### src/rtl/neuron_update_unit_pkg.sv
// Shared types and saturation limits for the neuron update pipeline.
// Limits are derived per width so every instance saturates consistently.
package neuron_update_unit_pkg;

    typedef enum logic {
        RESET_LOAD = 1'b0,
        RESET_SUB  = 1'b1
    } reset_mode_e;

    function automatic logic [31:0] sat_max(input int w);
        return (32'd1 << (w - 1)) - 32'd1;
    endfunction

    function automatic logic [31:0] sat_min(input int w);
        return ~sat_max(w);
    endfunction

endpackage

### src/rtl/neuron_update_unit_sat_adder.sv
// Signed W-bit add/subtract that clamps to the representable range.
module SatAdder
    import neuron_update_unit_pkg::*;
#(
    parameter int W = 9
) (
    input  logic [W-1:0] a,
    input  logic [W-1:0] b,
    input  logic         sub,
    output logic [W-1:0] y
);

    localparam logic [31:0] MAX32 = sat_max(W);
    localparam logic [31:0] MIN32 = sat_min(W);

    logic [W:0] ax;
    logic [W:0] bx;
    logic [W:0] sum;

    always_comb begin
        ax  = {a[W-1], a};
        bx  = {b[W-1], b};
        sum = sub ? (ax - bx) : (ax + bx);
        y   = sum[W-1:0];
        // Top two bits disagree only when the result left the W-bit range.
        if (sum[W] != sum[W-1]) begin
            y = sum[W] ? MIN32[W-1:0] : MAX32[W-1:0];
        end
    end

endmodule

### src/rtl/neuron_update_unit.sv
// Two-stage neuron update: S1 applies leak, S2 thresholds and resets.
module neuron_update_unit
    import neuron_update_unit_pkg::*;
#(
    parameter int POTENTIAL_WIDTH = 9,
    parameter int LEAK_WIDTH      = 9,
    parameter int NUM_NEURONS     = 256,
    parameter int NEURON_ID_WIDTH = 8
) (
    input  logic                       clk,
    input  logic                       rst,
    input  logic                       in_valid,
    output logic                       in_ready,
    input  logic [POTENTIAL_WIDTH-1:0] potential,
    input  logic [LEAK_WIDTH-1:0]      leak,
    input  logic [POTENTIAL_WIDTH-1:0] pos_threshold,
    input  logic [POTENTIAL_WIDTH-1:0] neg_threshold,
    input  logic [POTENTIAL_WIDTH-1:0] reset_potential,
    input  logic                       reset_mode,
    output logic                       out_valid,
    input  logic                       out_ready,
    output logic [POTENTIAL_WIDTH-1:0] out_potential,
    output logic [NEURON_ID_WIDTH-1:0] out_neuron_id,
    output logic                       spike,
    output logic                       tick_done
);

    localparam int PW = POTENTIAL_WIDTH;
    localparam logic [NEURON_ID_WIDTH-1:0] LAST_ID =
        NEURON_ID_WIDTH'(NUM_NEURONS - 1);

    logic                       s1_valid;
    logic [PW-1:0]              s1_leaked;
    logic [PW-1:0]              s1_pos;
    logic [PW-1:0]              s1_neg;
    logic [PW-1:0]              s1_rpot;
    reset_mode_e                s1_mode;
    logic [NEURON_ID_WIDTH-1:0] s1_id;
    logic [NEURON_ID_WIDTH-1:0] cnt;

    logic          s2_open;
    logic          in_fire;
    logic [PW-1:0] leak_ext;
    logic [PW-1:0] leaked;
    logic [PW-1:0] diff;
    logic [PW-1:0] next_pot;
    logic          fire;

    assign s2_open  = !out_valid || out_ready;
    assign in_ready = !s1_valid || s2_open;
    assign in_fire  = in_valid && in_ready;
    assign leak_ext = PW'($signed(leak));

    SatAdder #(.W(PW)) u_leak_add (
        .a   (potential),
        .b   (leak_ext),
        .sub (1'b0),
        .y   (leaked)
    );

    SatAdder #(.W(PW)) u_sub (
        .a   (s1_leaked),
        .b   (s1_pos),
        .sub (1'b1),
        .y   (diff)
    );

    // Firing wins over the floor when the two thresholds overlap.
    always_comb begin
        fire     = $signed(s1_leaked) >= $signed(s1_pos);
        next_pot = s1_leaked;
        if (fire) begin
            next_pot = (s1_mode == RESET_SUB) ? diff : s1_rpot;
        end else if ($signed(s1_leaked) < $signed(s1_neg)) begin
            next_pot = s1_neg;
        end
    end

    always_ff @(posedge clk or posedge rst) begin
        if (rst) begin
            s1_valid      <= 1'b0;
            s1_leaked     <= '0;
            s1_pos        <= '0;
            s1_neg        <= '0;
            s1_rpot       <= '0;
            s1_mode       <= RESET_LOAD;
            s1_id         <= '0;
            cnt           <= '0;
            out_valid     <= 1'b0;
            out_potential <= '0;
            out_neuron_id <= '0;
            spike         <= 1'b0;
            tick_done     <= 1'b0;
        end else begin
            tick_done <= out_valid && out_ready
                         && (out_neuron_id == LAST_ID);
            if (in_ready) begin
                s1_valid <= in_valid;
            end
            if (in_fire) begin
                s1_leaked <= leaked;
                s1_pos    <= pos_threshold;
                s1_neg    <= neg_threshold;
                s1_rpot   <= reset_potential;
                s1_mode   <= reset_mode_e'(reset_mode);
                s1_id     <= cnt;
                cnt       <= (cnt == LAST_ID) ? '0 : cnt + 1'b1;
            end
            if (s2_open) begin
                out_valid <= s1_valid;
                if (s1_valid) begin
                    out_potential <= next_pot;
                    out_neuron_id <= s1_id;
                    spike         <= fire;
                end
            end
        end
    end

endmodule

### config.mk
export PLATFORM = sky130hd
export DESIGN_NAME = neuron_update_unit
export DESIGN_NICKNAME = d
export VERILOG_FILES = /design/src/rtl/neuron_update_unit_pkg.sv /design/src/rtl/neuron_update_unit_sat_adder.sv /design/src/rtl/neuron_update_unit.sv
export SDC_FILE = /design/constraint.sdc
export NUM_CORES = 1
export LEC_CHECK = 0
export CORE_ASPECT_RATIO = 1.1
export CORE_MARGIN = 3
export CORE_UTILIZATION = 35
export CTS_CLUSTER_DIAMETER = 40
export DETAILED_ROUTE_END_ITERATION = 16
export PLACE_DENSITY = 0.66
export REMOVE_ABC_BUFFERS = 1
export SYNTH_ARGS = -nofsm -noshare
export SYNTH_HDL_FRONTEND = slang
export SYNTH_SLANG_ARGS = --single-unit
### constraint.sdc
create_clock -name clk -period 4.91 [get_ports clk]
set_clock_uncertainty 0.1 [all_clocks]
set_input_delay 0.7365 -clock clk [delete_from_list [all_inputs] [get_ports clk]]
set_output_delay 0.7365 -clock clk [all_outputs]
set_load 0.05 [all_outputs]
==> results.json, run 1 <==
{
  "hold_violations": 0,
  "synthTopCellsByCount": "nand2_1, dfrtp_1, o21ai_0",
  "post_cts_buffers": 0,
  "start_util_pct": 36.0,
  "synth_top_cell_by_area": "dfrtp_1",
  "clockBufferDepth": 2,
  "yosys.cell_count.top_type": "nand2_1",
  "avgSynthCellArea_um2": 9.09,
  "drt-initial-drc-count": 136,
  "path_clk_slew_ns": 0.06,
  "internal-power_uw": 1710,
  "clockPowerShare_pct": 23.5,
  "min_period_ns": 3.10,
  "cts_buffers": 9,
  "route.detailed.drc": 0,
  "grt_pass1_wl_mm": 17.4,
  "hpwl_mm": 7.76,
  "fmax_ghz": 0.322,
  "peakVddDrop_v": 0.000178,
  "synthTopCellsByArea": "dfrtp_1, nand2_1, ha_1",
  "antennaDiodeCount": 0,
  "postCtsHoldBufs": 0,
  "setup_tns_ns": 0,
  "final_nets": 626,
  "antenna_found_initial": 0,
  "grt-ovfl-total": 0,
  "post-route-util_pct": 45.5,
  "synth_cells": 481,
  "numPortBuffers": 70,
  "ant_nets": 0,
  "ys_warn_count": 0,
  "swShare_pct": 41.0,
  "synth-edff-count": 0,
  "worstPathCellList": "clkdlybuf4s50_1 > ha_1 > fa_1 > a211oi_2 > o21ai_1 > a31oi_1 > xnor2_2 > maj3_1 > mux2_2",
  "period_share_pct": 63.2,
  "power.leakage_uw": 0.00242,
  "max_cap_violations": 0,
  "vias_per_cell": 5.11,
  "crit_type": "in2reg",
  "routabilityCongestion": 0.875,
  "rsz0062_at_grt": "false",
  "pwr-share-comb_pct": 45.3,
  "critPathSlowestCell": "fa_1",
  "num_rows": 42,
  "firstDrtPassIters": 4,
  "io_pins": 71,
  "vias": 3606,
  "p_seq_share_pct": 31.2,
  "cts_tree": "built",
  "critPathMaxFanout": 10,
  "slew_violations": 0,
  "cts_sinks": 74,
  "synth.top_cell.area_share_pct": 42.3,
  "dieHeight_um": 123,
  "required_ns": 5.04,
  "maxSlewHeadroom_pct": 35.6,
  "grt_max_degree": 39,
  "ys_ff_latch": 74,
  "syn_area_mm2": 0.00437,
  "yosysUniqueCellTypes": 65,
  "die-area_mm2": 0.0139,
  "setup.worst_path.start_class": "input port",
  "setup_viol": 0,
  "hold_path_class": "reg2reg",
  "wirelength_mm": 10.2,
  "slowest_delay_ns": 0.44,
  "fp.dieW_um": 113,
  "status": "complete, no violations",
  "clk_latency_ns": 0.34,
  "worst_pin_slew_ns": 0.962,
  "async_flop_share_pct": 100,
  "worstPathArrival_ns": 3.23,
  "p_per_area_mw_per_mm2": 524,
  "synth-seq-area-share_pct": 42.3,
  "core_area_mm2": 0.0121,
  "htree_levels": 3,
  "track_usage_pct": 15.6,
  "drive_gt1_share_pct": 9.42,
  "end_kind": "register",
  "avgRoutedWirePerCell_um": 14.5,
  "area_growth_pct": 26.4,
  "synth_flop_cell": "dfrtp_1",
  "grt_pass1_vias": 3649,
  "p_switching_uw": 1190,
  "cts_resized": 0,
  "root_buffer": "clkbuf_16"
}
-- power by group through the flow --
| stage | registers (uW) | clock network [uW] | logic (uW) |
|---|---|---|---|
| final | 906 | 681 | 1310 |
| after floorplan | 1110 | 0 | 727 |
| after global placement | 912 | 0 | 1290 |
| after CTS | 906 | 701 | 1320 |
| after detailed placement | 917 | 0 | 1320 |
| after global routing | 932 | 727 | 1450 |
-- sequential cells by signal, indices dropped and copies added, names as in the netlist --
signal and count:
s1_id 8, s1_mode 1, spike 1, s1_neg 9, s1_valid 1, out_potential 9
s1_leaked 9, out_valid 1, out_neuron_id 8, s1_rpot 9, s1_pos 9, tick_done 1
cnt 8
-- cells by family (layout without fill, tap and decap cells) --
group	count (synthesis)	after routing	share of synthesized area, %
adders and majority gates	33	33	9.55
and+or+nand+nor	178	178	17.8
muxes	20	20	5.18
DFF	74	74	42.3
xor gates and xnor gates	12	12	2.57
AOI/OAI and AO/OA	124	124	19.1
buffers and inverters	40	111	3.49
-- placed cells by master (no fill, tap or decap), types with 3 or more instances in the layout --
master,count
nand2b_1,10
nor3_1,5
nor2b_1,5
nand4_1,4
a22oi_1,3
a21o_1,4
o21ai_0,42
clkbuf_16,9
clkdlybuf4s50_1,70
o21a_1,4
dfrtp_1,74
o31ai_1,7
maj3_1,4
nor2_1,29
xnor2_1,7
a21oi_1,22
or3_1,3
o21ai_1,3
xor2_1,4
a31oi_1,4
mux2_2,17
buf_4,3
ha_1,27
nand2_1,105
a211oi_1,4
nand3_1,5
inv_6,3
inv_1,21
-- per-stage QoR --
stage                     setup WS [ns]  power [uW]  instance area (um2)  instances  hold WS [ns]
final                              1.81        2900                 5530        706         0.374
after global routing               1.63        3100                 5530        706         0.405
after CTS                          1.81        2930                 5530        706         0.377
after detailed placement           1.44        2230                 5220        690         0.361
after global placement             1.46        2200                 5220        690         0.354
after floorplan                    1.96        1830                 4300        463         0.338
-- cell type report --
| cell class | instances | area, um2 |
|---|---|---|
| fillers | 1155 | 6610 |
| multi-input cells | 367 | 2370 |
| flip-flops and latches | 74 | 1850 |
| repair buffers | 73 | 723 |
| clock buffers | 9 | 225 |
| well taps | 154 | 193 |
| clock inverters | 7 | 82.6 |
| inverters | 22 | 82.6 |
-- worst paths after layout --
| path | start | to | slack, ns | cells past startpoint |
|---|---|---|---|---|
| worst max-delay path | potential[0] | s1_leaked[5] | 1.81 | 9 |
| min in group asynchronous | rst | out_neuron_id[3] | 0.77 | 2 |
| worst max register to register | s1_leaked[0] | out_potential[1] | 1.99 | 11 |
| worst min register to register | s1_rpot[0] | s1_rpot[0] | 0.37 | 2 |
| worst min-delay path | s1_rpot[0] | s1_rpot[0] | 0.37 | 2 |
| max in group asynchronous | rst | out_neuron_id[7] | 2.96 | 3 |
-- critical path, delay by kind of cell --
kind	cells	cell delay (ns)
AO/OA/AOI/OAI	3	0.62
multiplexers	1	0.26
adder cells (fa/ha/maj)	3	1.02
XOR/XNOR	1	0.18
buffers and inverters	1	0.40
-- layer usage --
layer / GRT usage, % / wire length [um] / vias to the layer above
li1: - / - / 1831
met1: 19.7 / 4730 / 1707
met2: 26.0 / 4910 / 57
met3: 4.26 / 359 / 11
met4: 5.26 / 208 / 0
met5: 0 / 0 / -
Note: power is estimated with default switching activity, not from simulation.
==> run 2, diff against run 1 <==
--- a/config.mk
+++ b/config.mk
@@ -10,7 +10,7 @@
 export CORE_UTILIZATION = 35
 export CTS_CLUSTER_DIAMETER = 40
 export DETAILED_ROUTE_END_ITERATION = 16
-export PLACE_DENSITY = 0.66
+export PLACE_DENSITY = 0.68
 export REMOVE_ABC_BUFFERS = 1
 export SYNTH_ARGS = -nofsm -noshare
 export SYNTH_HDL_FRONTEND = slang
==> constraint.sdc (replaced) <==
create_clock -name clk -period 2.6 [get_ports clk]
set_clock_uncertainty 0.1 [all_clocks]
set_input_delay 0.39 -clock clk [delete_from_list [all_inputs] [get_ports clk]]
set_output_delay 0.39 -clock clk [all_outputs]
set_load 0.05 [all_outputs]
==> run 2 against run 1 <==
Against the previous run: the flow now finishes with violations (setup timing); core utilization grew 4.1 points; critical path depth grew 3; die area is the same; count of clock-buffer cells in the layout grew 1; first-iteration DRC count grew 41%; power grew 110%; sequential power grew 90%; via count grew 7.3%; critical endpoint is now out_potential[1].
==> results.json, run 2 (synthesis results as in run 1) <==
{
  "crit_type": "reg2reg",
  "p_total_uw": 5960,
  "route.detailed.drc": 0,
  "dp.cells": 734,
  "fillCellCount": 1116,
  "drt-initial-drc-count": 192,
  "fp.dieW_um": 113,
  "vias_per_cell": 5.14,
  "routabilityCongestion": 0.885,
  "p_seq_share_pct": 28.8,
  "vias": 3868,
  "drive_gt1_share_pct": 19.7,
  "grt_pass1_wl_mm": 18.1,
  "swShare_pct": 40.0,
  "ant_nets": 0,
  "max_cap_violations": 0,
  "path_clk_slew_ns": 0.06,
  "firstDrtPassIters": 4,
  "avgRoutedWirePerCell_um": 14.6,
  "worst_pin_slew_ns": 0.688,
  "required_ns": 2.72,
  "layout_commonest_cell": "nand2_1",
  "core_area_mm2": 0.0121,
  "dieHeight_um": 123,
  "clk_latency_ns": 0.33,
  "setup_viol": 4,
  "start_util_pct": 36.0,
  "critPathSlowestCell": "dfrtp_1",
  "maxSlewHeadroom_pct": 54.1,
  "antenna_found_initial": 0,
  "hold_path_class": "in2async",
  "area_growth_pct": 37.8,
  "rsz0062_at_grt": "true",
  "grt-ovfl-total": 0,
  "finalNonFillerCells": 753,
  "cts_tree": "built",
  "io_pins": 71,
  "num_rows": 42,
  "grt_pass1_vias": 3913,
  "numPortBuffers": 70,
  "root_buffer": "clkbuf_16",
  "fmax_ghz": 0.379,
  "end_kind": "register",
  "worstPathCellList": "inv_2 > ha_4 > inv_2 > fa_2 > a211oi_4 > nor3b_4 > a21o_4 > buf_12 > o21a_1 > o221ai_2 > o2bb2ai_2 > a221o_1",
  "crit_start": "s1_leaked[0]",
  "cts_sinks": 74,
  "finalWorstSetupSlack_ns": -0.0407,
  "final_cell_mix": "nand2_1, dfrtp_1, clkdlybuf4s50_1, buf_4, o21ai_0",
  "stdcell_area_mm2": 0.00603,
  "violations": "setup timing",
  "p_per_area_mw_per_mm2": 989,
  "track_usage_pct": 16.0,
  "cp_top_family": "compound AO/OA/AOI/OAI gates",
  "hold_violations": 0,
  "period_share_pct": 102,
  "p_switching_uw": 2380,
  "peakVddDrop_v": 0.000476,
  "pre_cts_slack_ns": -0.434,
  "critPathMaxFanout": 7,
  "htree_levels": 3,
  "cts_buffers": 9,
  "wirelength_mm": 11.0,
  "grt_max_degree": 75,
  "final_nets": 673,
  "status": "finished, violations left",
  "antennaDiodeCount": 0,
  "r2r-start": "s1_leaked[0]",
  "worstPathArrival_ns": 2.76,
  "power.leakage_uw": 0.00269,
  "multiInputGateArea_mm2": 0.00246,
  "slew_violations": 0,
  "dpl-instance-area_mm2": 0.00560,
  "hpwl_mm": 8.35,
  "regArea_mm2": 0.00185,
  "worst-path-buf-inv": 3,
  "setup.worst_path.start_class": "register",
  "pwr-share-comb_pct": 49.9,
  "crit_top_cell": "inv_2",
  "die-area_mm2": 0.0139,
  "min_period_ns": 2.64,
  "internal-power_uw": 3580,
  "slowest_delay_ns": 0.38,
  "clockBufferDepth": 2,
  "clockPowerShare_pct": 21.4
}
==> run 2: changes by cell type in the layout (fill, tap and decap cells not counted), sizes merged <==
cell and change:
clkinv +1, inv -2, clkbuf +1, clkdlybuf4s50 -1, buf +48
==> run 2: area by class of cell <==
| type | instances | share of cell area [%] |
|---|---|---|
| clock buffer | 10 | 3.97 |
| sequential | 74 | 30.7 |
| timing repair buffer | 120 | 18.6 |
| tap | 154 | 3.20 |
| multi-input combinational | 367 | 40.9 |
| inverter | 22 | 1.37 |
| clock inverter | 6 | 1.22 |
==> run 2: path summary, 6_finish.rpt <==
| kind | slack (ns) | depth (start not counted) | to |
|---|---|---|---|
| hold reg to reg | 0.37 | 2 | s1_rpot[5] |
| max in group asynchronous | 1.73 | 3 | s1_pos[6] |
| setup reg to reg | -0.04 | 12 | out_potential[1] |
| setup / recovery | -0.04 | 12 | out_potential[1] |
| hold / removal | 0.36 | 3 | tick_done |
| min in group clk | 0.37 | 2 | s1_rpot[5] |
==> run 2: timing repair <==
action,in CTS,in global routing
hold buffers,0,0
pin swaps,11,11
gates cloned,0,0
gates resized for setup,11,13
setup endpoints to repair,11,13
setup buffers,1,2
==> run 2: worst reg2reg max path: cells and delay by family, from the launching register on <==
kind / cells / cell delay [ns]
AO/OA/AOI/OAI: 6 / 1.20
adder cells (fa/ha/maj): 2 / 0.49
buffers and inverters: 3 / 0.24
flip-flops: 1 / 0.38
AND/OR/NAND/NOR: 1 / 0.09
==> run 2: routing by layer <==
layer  track usage [%]  vias up  routed length (um)
met5                 0        -                   0
met4              7.96        0                 325
met3              2.69       23                 377
met2              26.6       85                5400
met1              20.3     1838                4870
li1                  -     1922                   -
==> run 2: power groups by stage <==
| stage | sequential, uW | clock [uW] | combinational, uW |
|---|---|---|---|
| 2_1_floorplan | 2090 | 0 | 1370 |
| 3_3_place_gp | 1710 | 0 | 2740 |
| 3_5_place_dp | 1730 | 0 | 2810 |
| 4_1_cts | 1710 | 1300 | 2880 |
| 5_1_grt | 1760 | 1350 | 3220 |
| 6_report | 1720 | 1270 | 2970 |
==> run 2: through the flow <==
stage | utilization [%] | hold slack (ns) | setup TNS, ns
detailed placement | 46.1 | 0.358 | -3.66
CTS | 49.1 | 0.375 | -0.140
finish | 49.6 | 0.357 | -0.0757
global placement | 46.1 | 0.355 | -2.77
floorplan | - | 0.338 | -2.85
global route | 49.6 | 0.393 | -1.01
==> run 3, diff against run 2 <==
--- a/config.mk
+++ b/config.mk
@@ -8,9 +8,9 @@
 export CORE_ASPECT_RATIO = 1.1
 export CORE_MARGIN = 3
 export CORE_UTILIZATION = 35
-export CTS_CLUSTER_DIAMETER = 40
+export CTS_CLUSTER_DIAMETER = 60
 export DETAILED_ROUTE_END_ITERATION = 16
-export PLACE_DENSITY = 0.68
+export PLACE_DENSITY = 0.55
 export REMOVE_ABC_BUFFERS = 1
 export SYNTH_ARGS = -nofsm -noshare
 export SYNTH_HDL_FRONTEND = slang
==> run 3 against run 2 <==
Against the previous run: core utilization up 0.082 points; largest power group unchanged; largest cell class unchanged; first-iteration DRC count down 27%; combinational power is 2% higher; wire length shrank 0.64%; the run still ends with setup timing left.
==> results.json, run 3 (synthesis results as in run 1) <==
{
  "status": "finished, violations left",
  "violations": "setup timing",
  "clockPowerShare_pct": 21.4,
  "maxSlewHeadroom_pct": 55.3,
  "stdcell_area_mm2": 0.00604,
  "grt_pass1_wl_mm": 18.1,
  "p_total_uw": 6020,
  "period_share_pct": 101,
  "required_ns": 2.72,
  "avgRoutedWirePerCell_um": 14.5,
  "clk_latency_ns": 0.33,
  "hold_violations": 0,
  "critPathMaxFanout": 4,
  "fillCellCount": 1191,
  "slew_violations": 0,
  "hpwl_mm": 8.15,
  "rsz0062_at_grt": "true",
  "io_pins": 71,
  "route.detailed.drc": 0,
  "vias": 3803,
  "setup_tns_ns": -0.0143,
  "cts_tree": "built",
  "min_period_ns": 2.61,
  "setup.worst_path.start_class": "register",
  "htree_levels": 3,
  "path_clk_slew_ns": 0.06,
  "root_buffer": "clkbuf_16",
  "firstDrtPassIters": 4,
  "p_per_area_mw_per_mm2": 997,
  "pwr-share-comb_pct": 50.1,
  "internal-power_uw": 3590,
  "finalWorstSetupSlack_ns": -0.0143,
  "antennaDiodeCount": 0,
  "pre_cts_slack_ns": -0.427,
  "num_rows": 42,
  "cts_buffers": 9,
  "final_cell_mix": "nand2_1, dfrtp_1, clkdlybuf4s50_1, buf_4, o21ai_0",
  "end_kind": "register",
  "drive_gt1_share_pct": 20.9,
  "numPortBuffers": 70,
  "dieHeight_um": 123,
  "area_growth_pct": 38.0,
  "clockBufferDepth": 2,
  "fmax_ghz": 0.383,
  "track_usage_pct": 16.2,
  "layout_commonest_cell": "nand2_1",
  "vias_per_cell": 5.06,
  "swShare_pct": 40.3,
  "ant_nets": 0,
  "dpl-instance-area_mm2": 0.00554,
  "wirelength_mm": 10.9,
  "die-area_mm2": 0.0139,
  "max_cap_violations": 0,
  "core_area_mm2": 0.0121,
  "setup_viol": 1,
  "antenna_found_initial": 0,
  "grt-ovfl-total": 0,
  "cts_sinks": 74,
  "power.leakage_uw": 0.00270,
  "peakVddDrop_v": 0.000424,
  "worst_pin_slew_ns": 0.670,
  "crit_type": "reg2reg",
  "worstPathArrival_ns": 2.74,
  "grt_pass1_vias": 3827,
  "final_nets": 672,
  "postCtsHoldBufs": 0,
  "drt-initial-drc-count": 141,
  "grt_max_degree": 75,
  "p_seq_share_pct": 28.4,
  "start_util_pct": 36.0,
  "fp.dieW_um": 113,
  "r2r_slack_ns": -0.01,
  "hold_path_class": "in2async",
  "p_switching_uw": 2430,
  "routabilityCongestion": 0.833
}
## run 3: area by class of cell
cell class | instances | area [um2] | share of cell area (%)
Clock buffer | 9 | 225 | 3.73
Clock inverter | 7 | 85.1 | 1.41
Inverter | 22 | 82.6 | 1.37
Multi-Input combinational cell | 367 | 2490 | 41.3
Sequential cell | 74 | 1850 | 30.7
Tap cell | 154 | 193 | 3.19
Timing Repair Buffer | 119 | 1110 | 18.3
## run 3: power groups by stage
stage / combinational [uW] / sequential, uW / clock [uW]
after CTS: 2860 / 1710 / 1330
after detailed placement: 2760 / 1730 / 0
final: 3020 / 1710 / 1290
after global placement: 2720 / 1720 / 0
after global routing: 3290 / 1760 / 1380
after floorplan: 1370 / 2090 / 0
## run 3: final timing paths
check | cells past startpoint | from | endpoint
max reg2reg | 11 | s1_leaked[0] | out_potential[7]
min | 3 | rst | s1_rpot[4]
max | 11 | s1_leaked[0] | out_potential[7]
max in group asynchronous | 3 | rst | s1_pos[5]
min in group clk | 2 | s1_id[0] | s1_id[0]
min reg2reg | 2 | s1_id[0] | s1_id[0]
## run 3: critical path, stage by stage, from the launching register on
cell and delay [ns]:
dfrtp_1 0.39, inv_2 0.08, ha_4 0.12, inv_2 0.03
fa_2 0.36, a211oi_4 0.29, nor3b_4 0.09, a21o_4 0.23
mux2_4 0.31, a311oi_2 0.22, o21ai_1 0.09, a22o_1 0.18
## run 3: per-stage QoR
step,util [%],hold slack (ns),cells
finish,49.7,0.362,752
global route,49.7,0.391,752
CTS,48.8,0.379,749
detailed placement,45.7,0.361,730
global placement,45.7,0.356,730
floorplan,-,0.338,463
## run 3: repair_timing
item / in CTS / in global routing
setup endpoints to repair: 9 / 16
resized for setup: 14 / 27
buffers inserted: 3 / 3
pin swaps: 11 / 19
endpoints found under the hold margin: 0 / 0
## run 3: metal layers
layer	part of all wire [%]	global-route usage (%)	vias to the layer above
met5	0	0	-
li1	-	-	1926
met4	2.2	6.09	0
met1	46	20.8	1784
met2	48	27.1	78
met3	4.5	3.28	15
